### src/rtl/alu_bin_to_bcd_pkg.sv
// Shared types and helpers for the binary-to-BCD converter.
// FSM encoding, nibble width, counter sizing and the digit-capacity check.
package alu_bin_to_bcd_pkg;

  typedef enum logic [1:0] {
    ST_IDLE   = 2'd0,
    ST_CONV   = 2'd1,
    ST_FINISH = 2'd2
  } state_t;

  localparam int NIBBLE_W = 4;

  function automatic int cnt_width(input int width);
    return $clog2(width + 1);
  endfunction

  // True when DIGITS decimal digits can hold the largest WIDTH-bit magnitude.
  function automatic bit digits_fit(input int width, input int digits);
    longint unsigned p;
    longint unsigned maxv;
    p = 1;
    for (int i = 0; i < digits; i++) p = p * 10;
    maxv = (64'd1 << width) - 64'd1;
    return p > maxv;
  endfunction

endpackage

### src/rtl/alu_bin_to_bcd_add3.sv
// Double-dabble digit correction: adds 3 to a BCD nibble that is 5 or more.
// Purely combinational, zero latency, no flow control.
module bcd_add3_digit
  import alu_bin_to_bcd_pkg::*;
(
  input  logic [NIBBLE_W-1:0] digit_i,
  output logic [NIBBLE_W-1:0] digit_o
);

  assign digit_o = (digit_i >= NIBBLE_W'(5)) ? digit_i + NIBBLE_W'(3) : digit_i;

endmodule

### src/rtl/alu_bin_to_bcd.sv
// Iterative shift-add-3 binary to BCD converter with sign and leading-zero blanking.
// Result and done pulse WIDTH+1 edges after the start edge; start is ignored while busy.
module alu_bin_to_bcd
  import alu_bin_to_bcd_pkg::*;
#(
  parameter int WIDTH  = 8,
  parameter int DIGITS = 4
) (
  input  logic                         clk50MHz,
  input  logic                         rst,
  input  logic                         start,
  input  logic                         signed_en,
  input  logic [WIDTH-1:0]             bin_in,
  output logic                         busy,
  output logic                         done,
  output logic                         neg,
  output logic [NIBBLE_W*DIGITS-1:0]   bcd_out,
  output logic [DIGITS-1:0]            blank
);

  localparam int                BW        = NIBBLE_W * DIGITS;
  localparam int                CW        = cnt_width(WIDTH);
  localparam logic [CW-1:0]     CNT_LOAD  = CW'(WIDTH);
  localparam logic [DIGITS-1:0] BLANK_RST = ~DIGITS'(1);

  if (!digits_fit(WIDTH, DIGITS)) begin : g_bad_params
    $error("alu_bin_to_bcd: DIGITS too small to hold 2^WIDTH-1");
  end

  state_t                state_q;
  logic [CW-1:0]         cnt_q;
  logic [BW+WIDTH-1:0]   sh_q;
  logic                  sign_q;
  logic                  busy_q;
  logic                  done_q;
  logic                  neg_q;
  logic [BW-1:0]         bcd_q;
  logic [DIGITS-1:0]     blank_q;

  logic [WIDTH-1:0]      mag_d;
  logic [BW-1:0]         adj_bcd;
  logic [BW+WIDTH-1:0]   sh_d;
  logic [DIGITS-1:0]     blank_d;
  logic                  upper_zero;

  // Most negative input negates to itself, which is the correct unsigned magnitude.
  assign mag_d = (signed_en && bin_in[WIDTH-1]) ? (WIDTH'(0) - bin_in) : bin_in;

  for (genvar g = 0; g < DIGITS; g++) begin : g_digit
    bcd_add3_digit u_add3 (
      .digit_i (sh_q[WIDTH+NIBBLE_W*g +: NIBBLE_W]),
      .digit_o (adj_bcd[NIBBLE_W*g +: NIBBLE_W])
    );
  end

  assign sh_d = {adj_bcd[BW-2:0], sh_q[WIDTH-1:0], 1'b0};

  always_comb begin
    blank_d    = '0;
    upper_zero = 1'b1;
    for (int k = DIGITS - 1; k >= 1; k--) begin
      upper_zero = upper_zero & (sh_q[WIDTH+NIBBLE_W*k +: NIBBLE_W] == '0);
      blank_d[k] = upper_zero;
    end
  end

  always_ff @(posedge clk50MHz) begin
    if (!rst) begin
      state_q <= ST_IDLE;
      cnt_q   <= '0;
      sh_q    <= '0;
      sign_q  <= 1'b0;
      busy_q  <= 1'b0;
      done_q  <= 1'b0;
      neg_q   <= 1'b0;
      bcd_q   <= '0;
      blank_q <= BLANK_RST;
    end else begin
      done_q <= 1'b0;
      case (state_q)
        ST_IDLE: begin
          if (start) begin
            sh_q    <= {BW'(0), mag_d};
            cnt_q   <= CNT_LOAD;
            sign_q  <= signed_en & bin_in[WIDTH-1];
            busy_q  <= 1'b1;
            state_q <= ST_CONV;
          end
        end
        ST_CONV: begin
          sh_q  <= sh_d;
          cnt_q <= cnt_q - CW'(1);
          if (cnt_q == CW'(1)) state_q <= ST_FINISH;
        end
        ST_FINISH: begin
          bcd_q   <= sh_q[WIDTH +: BW];
          blank_q <= blank_d;
          neg_q   <= sign_q;
          done_q  <= 1'b1;
          busy_q  <= 1'b0;
          state_q <= ST_IDLE;
        end
        default: state_q <= ST_IDLE;
      endcase
    end
  end

  assign busy    = busy_q;
  assign done    = done_q;
  assign neg     = neg_q;
  assign bcd_out = bcd_q;
  assign blank   = blank_q;

endmodule

### config.mk
export PLATFORM = sky130hd
export DESIGN_NAME = alu_bin_to_bcd
export DESIGN_NICKNAME = d
export VERILOG_FILES = /design/src/rtl/alu_bin_to_bcd_pkg.sv /design/src/rtl/alu_bin_to_bcd_add3.sv /design/src/rtl/alu_bin_to_bcd.sv
export SDC_FILE = /design/constraint.sdc
export NUM_CORES = 1
export LEC_CHECK = 0
export ABC_AREA = 0
export CORE_MARGIN = 3
export CORE_UTILIZATION = 30
export CTS_CLUSTER_DIAMETER = 200
export CTS_CLUSTER_SIZE = 30
export DETAILED_ROUTE_END_ITERATION = 12
export PLACE_DENSITY = 0.51
export SKIP_LAST_GASP = 1
export SLEW_MARGIN = 20
export SYNTH_ARGS = -nofsm -noshare
export SYNTH_HDL_FRONTEND = slang
export SYNTH_SLANG_ARGS = --single-unit
### constraint.sdc
create_clock -name clk50MHz -period 2.2 [get_ports clk50MHz]
set_input_delay 0.33 -clock clk50MHz [delete_from_list [all_inputs] [get_ports clk50MHz]]
set_output_delay 0.33 -clock clk50MHz [all_outputs]
set_load 0.02 [all_outputs]
==> flow_summary.rst <==
.. list-table::
   :header-rows: 1

   * - Metric
     - Value
   * - Starting density of the core
     - 32.0%
   * - Final setup violation count
     - 0
   * - Startpoint of the worst-slack reg-to-reg timing path
     - sh_q[13]
   * - Number of enable flip-flop cells after synthesis
     - 0
   * - Area grow syn2layout
     - 24.1%
   * - Min-Delay Path Depth
     - 2
   * - Post-synthesis sequential area ratio
     - 44.3%
   * - Antenna violations before repair
     - 0
   * - Synth Area per Inst
     - 8.35 um2
   * - Class of the tightest hold or removal check
     - flop to flop
   * - Grt total ovfl
     - 0
   * - Maximum number of pins on one net before global-route repair
     - 23
   * - End point of the most critical hold path
     - neg
   * - Max clock buf depth
     - 2
   * - Proportion of netlist area held by the largest area contributor
     - 44.3%
   * - DRT iter0 DRCs
     - 87
   * - Worst Setup End Kind
     - flop
   * - Synthesized area
     - 2400 um2
   * - Hold buffers post-CTS
     - 0
   * - Shortest clock period the worst path allows after layout
     - 1.68 ns
   * - Hold Fails Final Rpt
     - 0
   * - Final core utilization
     - 39.7%
   * - Number of instances resized during post-cts repair
     - 0
   * - Wire length reported by the detailed router
     - 5290 um
   * - Via count of the first global-routing pass
     - 1893
   * - Post-layout power
     - 1.86 mW
   * - Share of synthesized registers carrying an async set or reset
     - 0%
   * - First-pass detailed-route iteration total
     - 4
   * - H-Tree Level Count
     - 2
   * - Placeable core region
     - 7490 um2
   * - Die span in y
     - 95.4 um
   * - Hold path startpoint
     - sign_q
   * - CTS sink count
     - 53
   * - # port buffers
     - 33
   * - Clock tree from TritonCTS
     - done
   * - Clock slew seen by the registers of the worst setup and hold paths
     - 0.10 ns
   * - Site row count
     - 31
   * - Number of vias per cell
     - 4.75
   * - Count of max-cap constraint violations
     - 0
   * - Setup TNS Final
     - 0 ns
   * - Global-route wire length before repair
     - 9010 um
   * - Most instantiated cells after synthesis
     - dfxtp_1 (53), nand2_1 (53), a21oi_1 (37)
   * - Crit path DAT
     - 1.92 ns
   * - Achievable Freq
     - 597 MHz
   * - Leakage component of the power
     - 1.02 nW
   * - DRC viols
     - 0
   * - Warnings, synthesis
     - 0
   * - Count of pins over their slew limit
     - 0
   * - Reg2reg end
     - sh_q[14]
   * - Post-synthesis cell type with the largest combined area
     - dfxtp_1
   * - Floorplan die area
     - 9100 um2
   * - Placement Cell Area
     - 2860 um2
   * - Net count after synthesis
     - 312
   * - Setup clock skew after layout
     - 0.0138 ns
   * - Maximum vdd drop
     - 258 uV
   * - Hold Slack
     - 0.456 ns
   * - Root buffer selected by CTS
     - clkbuf_8
   * - ANT nets after route
     - 0
   * - Final standard cell area without fillers
     - 2970 um2
   * - Detailed Place HPWL
     - 3750 um
   * - Detailed-route via count
     - 2010
   * - Primary FF master, synth
     - dfxtp_1
   * - Number of top-level pins
     - 35
   * - Number of instances in the synthesized netlist
     - 287
   * - Wirelength per Cell
     - 12.5 um
   * - Total CTS buffers
     - 5
   * - Peak fanout along the critical path
     - 5
   * - Period Utilization, post-route
     - 76.2%
   * - Number of filler cells placed in the layout
     - 784
   * - Result of the run
     - finished clean
   * - Unrepaired setup endpoints after global routing
     - no
   * - Reg-to-reg slack, setup
     - 0.52 ns
   * - Number of nets in the layout
     - 348
   * - Start-to-end type of the worst setup path
     - flop to flop
   * - Source-to-sink clock delay at the later pin of the worst-skew pair
     - 0.31 ns
   * - Ant diodes
     - 0
   * - Area contributors post-synth
     - dfxtp_1 (44%), nand2_1 (8.3%), a21oi_1 (7.7%)
   * - Routability congestion estimate from global placement
     - 0.780
   * - Flip-flop and latch count after synthesis
     - 53
   * - Die X-Extent
     - 95.4 um
   * - Total global-route track usage
     - 12.6%
   * - Worst-case reg-to-reg path depth
     - 6
   * - Req. time, crit path
     - 2.44 ns
   * - Setup Fix Bufs, Post-CTS
     - 0
   * - Number of distinct standard cells referenced by the synthesized netlist
     - 39
   * - Startpoint class of the critical path
     - flop
   * - Share of post-route cells with drive strength above 1
     - 8.02%
   * - Power Dens Cells
     - 624 nW/um2
-- how the worst max path moves through the flow --
stage | start | cells after the start | slack (ns) | to
finish | sh_q[13] | 6 | 0.52 | sh_q[14]
detailed placement | bin_in[0] | 6 | 0.26 | sh_q[1]
global route | sh_q[13] | 6 | 0.34 | sh_q[14]
CTS | sh_q[13] | 6 | 0.51 | sh_q[14]
floorplan | sh_q[13] | 6 | 0.69 | sh_q[14]
global placement | bin_in[0] | 6 | 0.31 | sh_q[1]
-- cell families (layout without fill, tap and decap cells) --
| family | after synthesis | count (layout) | share of synthesized area, % |
|---|---|---|---|
| xor gates and xnor gates | 10 | 10 | 3.65 |
| adders and majority gates | 13 | 13 | 6.79 |
| other | 1 | 1 | 0.156 |
| buffers and inverters | 27 | 64 | 4.70 |
| muxes | 5 | 5 | 2.35 |
| and+or+nand+nor | 102 | 102 | 19.2 |
| DFF | 53 | 53 | 44.3 |
| AOI/OAI and AO/OA | 76 | 76 | 18.9 |
-- metal layers --
metal  share of wire [%]  vias up  GRT usage (%)
li1                    -     1058              -
met1                  49      916           16.8
met2                  46       31           20.4
met3                 3.7        5           2.60
met4                0.79        0           3.91
met5                   0        -              0
-- placed cells by master (no fill, tap or decap), types with 3 or more instances in the layout --
cell type | Yosys | layout
a21oi_1 | 37 | 37
a22oi_1 | 6 | 6
buf_4 | 1 | 10
clkbuf_8 | 0 | 5
clkdlybuf4s50_1 | 0 | 33
dfxtp_1 | 53 | 53
ha_1 | 13 | 13
inv_1 | 12 | 12
mux2_2 | 5 | 5
nand2_1 | 53 | 53
nand2b_1 | 7 | 7
nand3_1 | 6 | 6
nor2_1 | 17 | 17
nor3_1 | 7 | 7
o21ai_0 | 15 | 15
o22ai_1 | 4 | 4
or3_1 | 3 | 3
xnor2_1 | 8 | 8
-- where the power goes --
group	leakage [nW]	internal, mW	total [mW]	switching [mW]
combinational	0.539	0.0817	0.188	0.106
sequential	0.430	0.984	1.00	0.0187
clock	0.0554	0.342	0.665	0.323
total	1.02	1.41	1.86	0.447
-- per-stage QoR --
step | worst slack, ns | cells
after floorplan | 0.693 | 287
after global placement | 0.308 | 415
after detailed placement | 0.258 | 415
after CTS | 0.509 | 423
after global routing | 0.336 | 423
final | 0.524 | 423
-- flip-flops by register name, indices dropped and copies added, names as in the netlist --
| name | flops |
|---|---|
| sh_q | 24 |
| bcd_out | 16 |
| cnt_q | 4 |
| blank | 3 |
| state_q | 2 |
| busy | 1 |
| done | 1 |
| neg | 1 |
| sign_q | 1 |
-- critical path: stages, from the launching register on --
cell,delay [ns]
dfxtp_1,0.42
inv_1,0.11
ha_1,0.18
nand2b_1,0.13
a21oi_1,0.26
mux2_2,0.37
o21ai_0,0.13
-- cell type report --
type                       instances  area, um2  share of cell area, %
sequential                        53       1060                   35.7
multi-input combinational        207       1220                   41.1
inverter                          13       48.8                   1.64
tap                               99        124                   4.16
clock buffer                       6       72.6                   2.44
timing repair buffer              43        405                   13.6
clock inverter                     2       38.8                   1.30
Power figures use the tool's default switching activity.
